[config.mk]
export PLATFORM = sky130hd
export DESIGN_NAME = cook_timer_fsm_flat
export DESIGN_NICKNAME = d
export VERILOG_FILES = /design/src/rtl/cook_timer_fsm_pkg.sv /design/src/rtl/cook_timer_fsm_if.sv /design/src/rtl/cook_timer_fsm_sec_tick_gen.sv /design/src/rtl/cook_timer_fsm.sv /design/src/flat_wrapper.sv
export SDC_FILE = /design/constraint.sdc
export NUM_CORES = 1
export LEC_CHECK = 0
export ABC_AREA = 1
export CORE_MARGIN = 2
export CORE_UTILIZATION = 36
export DETAILED_ROUTE_END_ITERATION = 10
export MAX_ROUTING_LAYER = met4
export PLACE_DENSITY_LB_ADDON = 0.15
export SLEW_MARGIN = 30
export SYNTH_ARGS = -nofsm -noshare
export SYNTH_HDL_FRONTEND = slang
export SYNTH_SLANG_ARGS = --single-unit
[constraint.sdc]
create_clock -name clock -period 4.6 [get_ports clock]
set_input_delay 0.92 -clock clock [delete_from_list [all_inputs] [get_ports clock]]
set_output_delay 0.92 -clock clock [all_outputs]
set_load 0.01 [all_outputs]
[src/rtl/cook_timer_fsm_pkg.sv]
// Shared encodings for the cook-cycle controller and the PWM heater generator.
package cook_pkg;

  typedef enum logic [1:0] {
    ST_IDLE    = 2'd0,
    ST_COOKING = 2'd1,
    ST_PAUSED  = 2'd2,
    ST_DONE    = 2'd3
  } state_e;

  localparam logic [1:0] LVL_LOW    = 2'b00;
  localparam logic [1:0] LVL_MEDIUM = 2'b01;
  localparam logic [1:0] LVL_NORMAL = 2'b10;
  localparam logic [1:0] LVL_HIGH   = 2'b11;

  localparam logic [6:0] MAX_MINUTES = 7'd99;
  localparam logic [5:0] MAX_SECONDS = 6'd59;

  function automatic logic [6:0] clamp_min(input logic [6:0] m);
    return (m > MAX_MINUTES) ? MAX_MINUTES : m;
  endfunction

  function automatic logic [5:0] clamp_sec(input logic [5:0] s);
    return (s > MAX_SECONDS) ? MAX_SECONDS : s;
  endfunction

endpackage

[src/rtl/cook_timer_fsm_if.sv]
// Control/status bundle between the front panel and the cook timer.
interface cook_timer_fsm_if;
  logic       load;
  logic [6:0] set_minutes;
  logic [5:0] set_seconds;
  logic [1:0] level_in;
  logic       start;
  logic       stop;
  logic       door_open;
  logic       heat_enable;
  logic [1:0] heating_level;
  logic [6:0] minutes_left;
  logic [5:0] seconds_left;
  logic       done;
  logic [1:0] state_out;

  modport master (
    output load, set_minutes, set_seconds, level_in, start, stop, door_open,
    input  heat_enable, heating_level, minutes_left, seconds_left, done, state_out
  );

  modport slave (
    input  load, set_minutes, set_seconds, level_in, start, stop, door_open,
    output heat_enable, heating_level, minutes_left, seconds_left, done, state_out
  );
endinterface

[src/rtl/cook_timer_fsm_sec_tick_gen.sv]
// One-second prescaler: counts 0..CLOCK_FREQUENCY-1, tick on terminal count.
module sec_tick_gen #(
  parameter int CLOCK_FREQUENCY = 50000000
) (
  input  logic clock,
  input  logic reset,
  input  logic i_clear,
  input  logic i_hold,
  output logic o_tick
);
  localparam int PW = (CLOCK_FREQUENCY > 1) ? $clog2(CLOCK_FREQUENCY) : 1;
  localparam logic [PW-1:0] TERM = PW'(CLOCK_FREQUENCY - 1);

  logic [PW-1:0] r_cnt;

  assign o_tick = !i_clear && !i_hold && (r_cnt == TERM);

  always_ff @(posedge clock) begin
    if (reset || i_clear) r_cnt <= '0;
    else if (!i_hold)     r_cnt <= (r_cnt == TERM) ? '0 : r_cnt + 1'b1;
  end
endmodule

[src/rtl/cook_timer_fsm.sv]
// Cook-cycle controller: MM:SS countdown driving the PWM heater enable/level.
module cook_timer_fsm
  import cook_pkg::*;
#(
  parameter int CLOCK_FREQUENCY   = 50000000,
  parameter int DONE_BEEP_SECONDS = 3
) (
  input  logic              clock,
  input  logic              reset,
  cook_timer_fsm_if.slave   bus
);
  localparam int DW = (DONE_BEEP_SECONDS > 0) ? $clog2(DONE_BEEP_SECONDS + 1) : 1;
  localparam logic [DW-1:0] DONE_LAST = DW'(DONE_BEEP_SECONDS - 1);

  state_e        r_state;
  logic          r_heat;
  logic          r_done;
  logic [1:0]    r_lvl;
  logic [6:0]    r_min;
  logic [5:0]    r_sec;
  logic [DW-1:0] r_dcnt;

  state_e     w_next;
  logic [6:0] w_min;
  logic [5:0] w_sec;
  logic [1:0] w_lvl;
  logic       w_tick, w_clear, w_hold, w_run;

  // The prescaler only advances on edges where we stay in COOKING/DONE, so a
  // pause freezes it at the exact count seen on the cycle stop/door arrived.
  // Entering DONE needs no explicit clear: the terminal tick already wraps it.
  assign w_run   = (r_state == ST_COOKING && !bus.stop && !bus.door_open) ||
                   (r_state == ST_DONE    && !bus.stop);
  assign w_clear = (r_state == ST_IDLE);
  assign w_hold  = !w_run;

  sec_tick_gen #(.CLOCK_FREQUENCY(CLOCK_FREQUENCY)) u_tick (
    .clock  (clock),
    .reset  (reset),
    .i_clear(w_clear),
    .i_hold (w_hold),
    .o_tick (w_tick)
  );

  always_comb begin
    w_next = r_state;
    w_min  = r_min;
    w_sec  = r_sec;
    w_lvl  = r_lvl;
    case (r_state)
      ST_IDLE: begin
        if (bus.stop) begin
          w_min = '0;
          w_sec = '0;
        end else if (bus.start && !bus.door_open && (r_min != 0 || r_sec != 0)) begin
          w_next = ST_COOKING;
          w_lvl  = bus.level_in;
        end else if (bus.load) begin
          w_min = clamp_min(bus.set_minutes);
          w_sec = clamp_sec(bus.set_seconds);
        end
      end
      ST_COOKING: begin
        if (bus.stop || bus.door_open) begin
          w_next = ST_PAUSED;
        end else if (w_tick) begin
          if (r_sec != 0) begin
            w_sec = r_sec - 6'd1;
          end else if (r_min != 0) begin
            w_min = r_min - 7'd1;
            w_sec = MAX_SECONDS;
          end
          if (r_min == 0 && r_sec <= 6'd1) w_next = ST_DONE;
        end
      end
      ST_PAUSED: begin
        if (bus.stop) begin
          w_next = ST_IDLE;
          w_min  = '0;
          w_sec  = '0;
        end else if (bus.start && !bus.door_open) begin
          w_next = ST_COOKING;
        end
      end
      ST_DONE: begin
        if (bus.stop || (w_tick && r_dcnt == DONE_LAST)) w_next = ST_IDLE;
      end
      default: w_next = ST_IDLE;
    endcase
  end

  always_ff @(posedge clock) begin
    if (reset) begin
      r_state <= ST_IDLE;
      r_heat  <= 1'b0;
      r_done  <= 1'b0;
      r_lvl   <= LVL_NORMAL;
      r_min   <= '0;
      r_sec   <= '0;
      r_dcnt  <= '0;
    end else begin
      r_state <= w_next;
      r_heat  <= (w_next == ST_COOKING);
      r_done  <= (w_next == ST_DONE);
      r_lvl   <= w_lvl;
      r_min   <= w_min;
      r_sec   <= w_sec;
      if (r_state != ST_DONE) r_dcnt <= '0;
      else if (w_tick)        r_dcnt <= r_dcnt + 1'b1;
    end
  end

  assign bus.heat_enable   = r_heat;
  assign bus.heating_level = r_lvl;
  assign bus.minutes_left  = r_min;
  assign bus.seconds_left  = r_sec;
  assign bus.done          = r_done;
  assign bus.state_out     = r_state;
endmodule

[src/flat_wrapper.sv]
// flat-port wrapper written by rule: the top's interface ports become plain ports
module cook_timer_fsm_flat import cook_pkg::*;
#(
  parameter int CLOCK_FREQUENCY   = 50000000,
  parameter int DONE_BEEP_SECONDS = 3
)
  (clock, reset, bus_load, bus_set_minutes, bus_set_seconds, bus_level_in, bus_start, bus_stop, bus_door_open, bus_heat_enable, bus_heating_level, bus_minutes_left, bus_seconds_left, bus_done, bus_state_out);
  cook_timer_fsm_if bus_i ();
  input  logic clock;
  input  logic reset;
  input wire logic [$bits(bus_i.load)-1:0] bus_load;
  input wire logic [$bits(bus_i.set_minutes)-1:0] bus_set_minutes;
  input wire logic [$bits(bus_i.set_seconds)-1:0] bus_set_seconds;
  input wire logic [$bits(bus_i.level_in)-1:0] bus_level_in;
  input wire logic [$bits(bus_i.start)-1:0] bus_start;
  input wire logic [$bits(bus_i.stop)-1:0] bus_stop;
  input wire logic [$bits(bus_i.door_open)-1:0] bus_door_open;
  output wire logic [$bits(bus_i.heat_enable)-1:0] bus_heat_enable;
  output wire logic [$bits(bus_i.heating_level)-1:0] bus_heating_level;
  output wire logic [$bits(bus_i.minutes_left)-1:0] bus_minutes_left;
  output wire logic [$bits(bus_i.seconds_left)-1:0] bus_seconds_left;
  output wire logic [$bits(bus_i.done)-1:0] bus_done;
  output wire logic [$bits(bus_i.state_out)-1:0] bus_state_out;
  assign bus_i.load = bus_load;
  assign bus_i.set_minutes = bus_set_minutes;
  assign bus_i.set_seconds = bus_set_seconds;
  assign bus_i.level_in = bus_level_in;
  assign bus_i.start = bus_start;
  assign bus_i.stop = bus_stop;
  assign bus_i.door_open = bus_door_open;
  assign bus_heat_enable = bus_i.heat_enable;
  assign bus_heating_level = bus_i.heating_level;
  assign bus_minutes_left = bus_i.minutes_left;
  assign bus_seconds_left = bus_i.seconds_left;
  assign bus_done = bus_i.done;
  assign bus_state_out = bus_i.state_out;
  cook_timer_fsm #(.CLOCK_FREQUENCY(CLOCK_FREQUENCY), .DONE_BEEP_SECONDS(DONE_BEEP_SECONDS)) u_core (.clock(clock), .reset(reset), .bus(bus_i));
endmodule
==> results.tsv, run 1 <==
metric	value	unit
status	complete, no violations	
antenna_cells	0	
yosysSeqAreaShare	29.4	%
hold_path_class	flop to flop	
min_period_over_period	56.6	%
hold_buffers	0	
cts_resized	0	
worstSetupPathType	input pin to flop	
report.final.setup_viol	0	
p_total	1.72	mW
ir_worst_vdd	267	uV
finalWorstPathRequiredPeriod	2610	ps
dp_slack	1700	ps
post_cts_buffers	0	
cts_root_buf	clkbuf_8	
rows	34	
syn_nets	532	
die_y	98.2	um
finish.instance_area	0.00378	mm^2
routabilityCongestion	0.847	
route.met2.wl	3.62	mm
rsz0062_at_grt	false	
dieArea	0.00965	mm^2
clkSinkCount	47	
highest_layer	met4	
dr.first_iter.drc_count	147	
slew_headroom	64.4	%
worstMarginPinSlew	534	ps
fmax	0.384	GHz
path_clk_slew	80	ps
yosysWarnings	0	
async_flop_share	0	%
grt_pass1_vias	2996	
start_util	36.8	%
fin_skew	5.95	ps
remaining_drc_errors	0	
syn_inst	500	
clk_path_buf_depth	2	
synthesis.area	0.00320	mm^2
p_leak	1.59	nW
ys.flop_type	dfxtp_1	
drv_cap	0	
wl_met3	254	um
wl_per_cell	12.2	um
grt_pass1_wl	13.6	mm
synth-edff-count	0	
htreeDepth	2	
hold_viol	0	
end_kind	flop	
startpoint_type	input pin	
grt_use_total	17.4	%
critPathMaxFanout	14	
dp_hpwl	6.17	mm
numCtsBuffers	5	
die_x	98.2	um
power.density	453	mW/mm^2
setup_ws	1990	ps
core	0.00868	mm^2
tritoncts	done	
drive_gt1_share	8.53	%
clock_latency	290	ps
fin_tns_setup	0	ps
postSynthAreaPerCell	6.39	um^2
ys_types	45	
fill_cells	946	
grt_antenna_before_repair	0	
ios	40	
grt_max_degree	16	
port_buffers	39	
yosys_register_bits	47	
maxSlewViolCount	0	
final_antenna_net_count	0	
crit_arrival	2830	ps
m1WireLength	3.97	mm
syn_to_final_growth	18.4	%
worstPathRequired	4830	ps
gr-total-overflow	0	
vias_per_cell	4.91	
first_pass_iters	4	
placed_area	0.00368	mm^2
fin_nets	571	
routed_wl	7.89	mm
dr_total_vias	3178	
[where the power goes]
part / internal (mW) / switching (mW) / leakage (nW)
registers: 0.469 / 0.0673 / 0.382
clock network: 0.159 / 0.133 / 0.0513
logic: 0.348 / 0.538 / 1.16
total: 0.977 / 0.739 / 1.59
[flip-flops by register name, summed over array words and instances, names as in the netlist]
| name | flops |
|---|---|
| u_core.bus.heat_enable | 1 |
| u_core.bus.seconds_left | 6 |
| u_core.bus.heating_level | 2 |
| u_core.bus.state_out | 2 |
| u_core.bus.minutes_left | 7 |
| u_core.u_tick.r_cnt | 26 |
| u_core.r_dcnt | 2 |
| u_core.bus.done | 1 |
[area by class of cell]
cell class | count | area, um^2 | area share, %
repair buffers | 39 | 390 | 10.3
inverters | 79 | 297 | 7.84
multi-input cells | 367 | 1920 | 50.7
clock inverters | 1 | 30.0 | 0.794
clock buffers | 6 | 72.6 | 1.92
flip-flops and latches | 47 | 941 | 24.9
well taps | 108 | 135 | 3.57
[metrics by stage]
stage	instances	util [%]	hold WS [ps]
after floorplan	500	-	443
after global placement	640	42.4	461
after detailed placement	640	42.4	463
after CTS	647	43.6	486
after global routing	647	43.6	520
final	647	43.6	481
[kinds of logic (layout without fill, tap and decap cells)]
logic type	count (synthesis)	in the layout	share of synthesized area (%)
simple gates	292	292	43.5
buf+inv	86	125	10.6
compound gates	60	60	11.1
flops	47	47	29.4
fa+ha+maj	11	11	4.31
xor+xnor	4	4	1.10
[worst paths after layout]
check | startpoint | end | slack [ps] | depth (start not counted)
setup / recovery | bus_stop | u_core.u_tick.r_cnt[15] | 1990 | 9
hold / removal | u_core.bus.heating_level[0] | u_core.bus.heating_level[0] | 480 | 2
setup reg to reg | u_core.bus.state_out[1] | u_core.u_tick.r_cnt[15] | 2390 | 9
hold reg to reg | u_core.bus.heating_level[0] | u_core.bus.heating_level[0] | 480 | 2
[synth_stat cells, drive strengths merged, types with 2 or more instances]
| library cell | instances | area [um^2] |
|---|---|---|
| nand4 | 24 | 156 |
| o21bai | 2 | 15.0 |
| inv | 78 | 293 |
| nand2 | 132 | 523 |
| nor3 | 18 | 95.1 |
| a31oi | 3 | 18.8 |
| a211oi | 3 | 22.5 |
| nor2 | 82 | 378 |
| a21oi | 28 | 144 |
| xor2 | 4 | 35.0 |
| nor4 | 2 | 12.5 |
| buf | 6 | 37.5 |
| nand3 | 27 | 175 |
| o21ai | 14 | 73.8 |
| ha | 11 | 138 |
| dfxtp | 47 | 941 |
| nor3b | 3 | 22.5 |
| o21a | 4 | 30.0 |
[worst max-delay path, cell delays in order]
cell and delay (ps):
clkdlybuf4s50_1 630, inv_2 80, nand2_1 160, nand2_4 120, nand2_1 80, nand2_1 310, inv_1 290, o21ai_0 110
a21oi_1 110
[metal layers]
metal	track usage [%]	up-vias
met3	2.72	2
met2	28.3	54
li1	-	1688
met4	4.00	0
met1	22.9	1434
met5	-	-
[cells in the final DEF, fill, tap and decap left out, types with 2 or more instances in the layout]
| cell | count |
|---|---|
| o21ai_0 | 12 |
| nor2_2 | 7 |
| dfxtp_1 | 47 |
| nor3b_1 | 3 |
| a21oi_1 | 27 |
| inv_2 | 8 |
| a31oi_1 | 3 |
| inv_1 | 70 |
| nand2_4 | 2 |
| nand2_1 | 125 |
| nand3_4 | 2 |
| nor2_4 | 7 |
| nor3_1 | 17 |
| nand3_2 | 3 |
| nand4_1 | 23 |
| nor2_1 | 68 |
| a211oi_1 | 3 |
| nand2_2 | 5 |
| clkdlybuf4s50_1 | 39 |
| nor4_1 | 2 |
| clkbuf_8 | 5 |
| o21bai_1 | 2 |
| nand3_1 | 22 |
| o21a_1 | 4 |
| xor2_1 | 4 |
| ha_1 | 11 |
No activity file was read; power rests on OpenSTA's default activity.
==> run 2, diff against run 1 <==
clock period = 2.3 ns   (was 4.6 ns; I/O delays follow)
==> results.tsv, run 2 (synthesized netlist as in run 1, its figures left out) <==
metric	value	unit	change
status	complete, no violations		
post_cts_buffers	0		unchanged
ir_worst_vdd	447	uV	+67%
finish.instance_area	0.00396	mm^2	+4.6%
finalWorstPathRequiredPeriod	1990	ps	
placed_area	0.00382	mm^2	+3.9%
dr_total_vias	3262		+2.6%
die_y	98.2	um	unchanged
hold_path_class	flop to flop		
vias_per_cell	4.89		-0.43%
switching_power	1.53	mW	+110%
worstSetupPathType	flop to flop		
path_cells	inv_1 -> ha_1 -> a21oi_2 -> nand3_2 -> nand2_2 -> nand3_2 -> nand2_1 -> inv_1 -> nor2_1		
worstPathRequired	2530	ps	-2300 ps
min_period_over_period	86.6	%	
hold_buffers	0		unchanged
layout_common_cells	nand2_1, inv_1, nor2_1		
grt_pass1_vias	3172		+5.9%
dp.cells	659		+3.0%
grt_antenna_before_repair	0		unchanged
multi_input_area	0.00192	mm^2	unchanged
clkSinkCount	47		unchanged
drv_cap	0		unchanged
worstMarginPinSlew	461	ps	-72.3 ps
remaining_drc_errors	0		unchanged
p_int	2.15	mW	+120%
final_antenna_net_count	0		unchanged
numCtsBuffers	5		unchanged
clkPwrFrac	19.7	%	+2.6 points
instances_no_fill	667		+3.1%
largest_reg_flops	26		unchanged
dp_hpwl	6.45	mm	+4.5%
cts_root_buf	clkbuf_8		
end_kind	flop		
path_buf_inv	2		-1
startpoint_type	flop		
crit_path_max_incr_delay	480	ps	-150 ps
maxSlewViolCount	0		unchanged
fill_cells	951		+0.53%
swShare	41.6	%	-1.4 points
critPathMaxFanout	12		-2
grt_pass1_wl	14.3	mm	+4.9%
port_buffers	39		unchanged
core	0.00868	mm^2	unchanged
comb_power_share	51.2	%	-0.5 points
routabilityCongestion	0.860		+1.6%
final_common_cell	nand2_1		
fin_skew	11.8	ps	+5.84 ps
htreeDepth	2		unchanged
crit_family	simple AND/OR/NAND/NOR gates		
ios	40		unchanged
pwr-share-seq	29.1	%	-2.2 points
power.density	929	mW/mm^2	+100%
drive_gt1_share	11.8	%	+3.3 points
hold_viol	0		unchanged
antenna_cells	0		unchanged
clock_latency	300	ps	about the same
gr-total-overflow	0		unchanged
fin_nets	590		+3.3%
grt_use_total	18.1	%	+0.76 points
tritoncts	done		
path_clk_slew	90	ps	about the same
dr.first_iter.drc_count	164		+12%
report.final.setup_viol	0		unchanged
routed_wl	8.16	mm	+3.4%
rows	34		unchanged
grt_max_degree	15		-1
largest-register	u_core.u_tick.r_cnt		
die_x	98.2	um	unchanged
p_leak	1.70	nW	+6.6%
rsz0062_at_grt	false		
seqCellArea	941	um^2	unchanged
dieArea	0.00965	mm^2	unchanged
crit_arrival	2230	ps	-600 ps
start_util	36.8	%	unchanged
fmax	0.502	GHz	
wl_per_cell	12.2	um	+0.28%
first_pass_iters	4		unchanged
slew_headroom	69.2	%	+4.9 points
cp_slowest_cell	dfxtp_1		
syn_to_final_growth	23.8	%	
cts_resized	0		unchanged
clk_path_buf_depth	2		unchanged
run 2: cell count changes in the layout (fill, tap and decap cells not counted):
cell,before,now
bufinv_16,1,2
buf_4,0,19
run 2: layout make-up:
cell class | instances | area share, %
inverters | 79 | 7.50
clock inverters | 2 | 1.52
multi-input cells | 367 | 48.5
flip-flops and latches | 47 | 23.8
well taps | 108 | 3.42
repair buffers | 58 | 13.5
clock buffers | 6 | 1.83
run 2: worst reg2reg max path, cell delays in order, from the launching register on:
cell and delay (ps):
dfxtp_1 480, inv_1 140, ha_1 360, a21oi_2 280
nand3_2 110, nand2_2 130, nand3_2 180, nand2_1 110
inv_1 40, nor2_1 90
run 2: worst paths after layout:
| kind | slack (ps) | to | depth (start not counted) | from |
|---|---|---|---|---|
| max | 310 | u_core.bus.seconds_left[2] | 9 | u_core.bus.state_out[1] |
| min | 490 | u_core.bus.heating_level[1] | 2 | u_core.bus.heating_level[1] |
| max reg2reg | 310 | u_core.bus.seconds_left[2] | 9 | u_core.bus.state_out[1] |
| min reg2reg | 490 | u_core.bus.heating_level[1] | 2 | u_core.bus.heating_level[1] |
run 2: power by group through the flow:
stage | Clock [mW] | Sequential, mW | Combinational (mW)
floorplan | 0 | 1.12 | 1.20
global placement | 0 | 1.09 | 1.87
detailed placement | 0 | 1.09 | 1.88
CTS | 0.752 | 1.07 | 1.89
global route | 0.778 | 1.09 | 2.15
finish | 0.725 | 1.07 | 1.88
run 2: layer usage:
metal,vias up,track usage (%),routed length (um)
li1,1725,-,-
met1,1466,24.4,4010
met2,63,28.5,3770
met3,8,3.01,289
met4,0,4.74,92
met5,-,-,0
run 2: stage by stage:
stage / util, % / total power, mW / TNS (ps) / hold WS (ps) / setup slack [ps]
floorplan: - / 2.32 / 0 / 443 / 428
global placement: 44.1 / 2.96 / 0 / 460 / 39.7
detailed placement: 44.1 / 2.97 / -1.50 / 461 / -1.50
CTS: 45.6 / 3.72 / 0 / 489 / 268
global route: 45.6 / 4.02 / 0 / 509 / 91.4
finish: 45.6 / 3.68 / 0 / 487 / 307
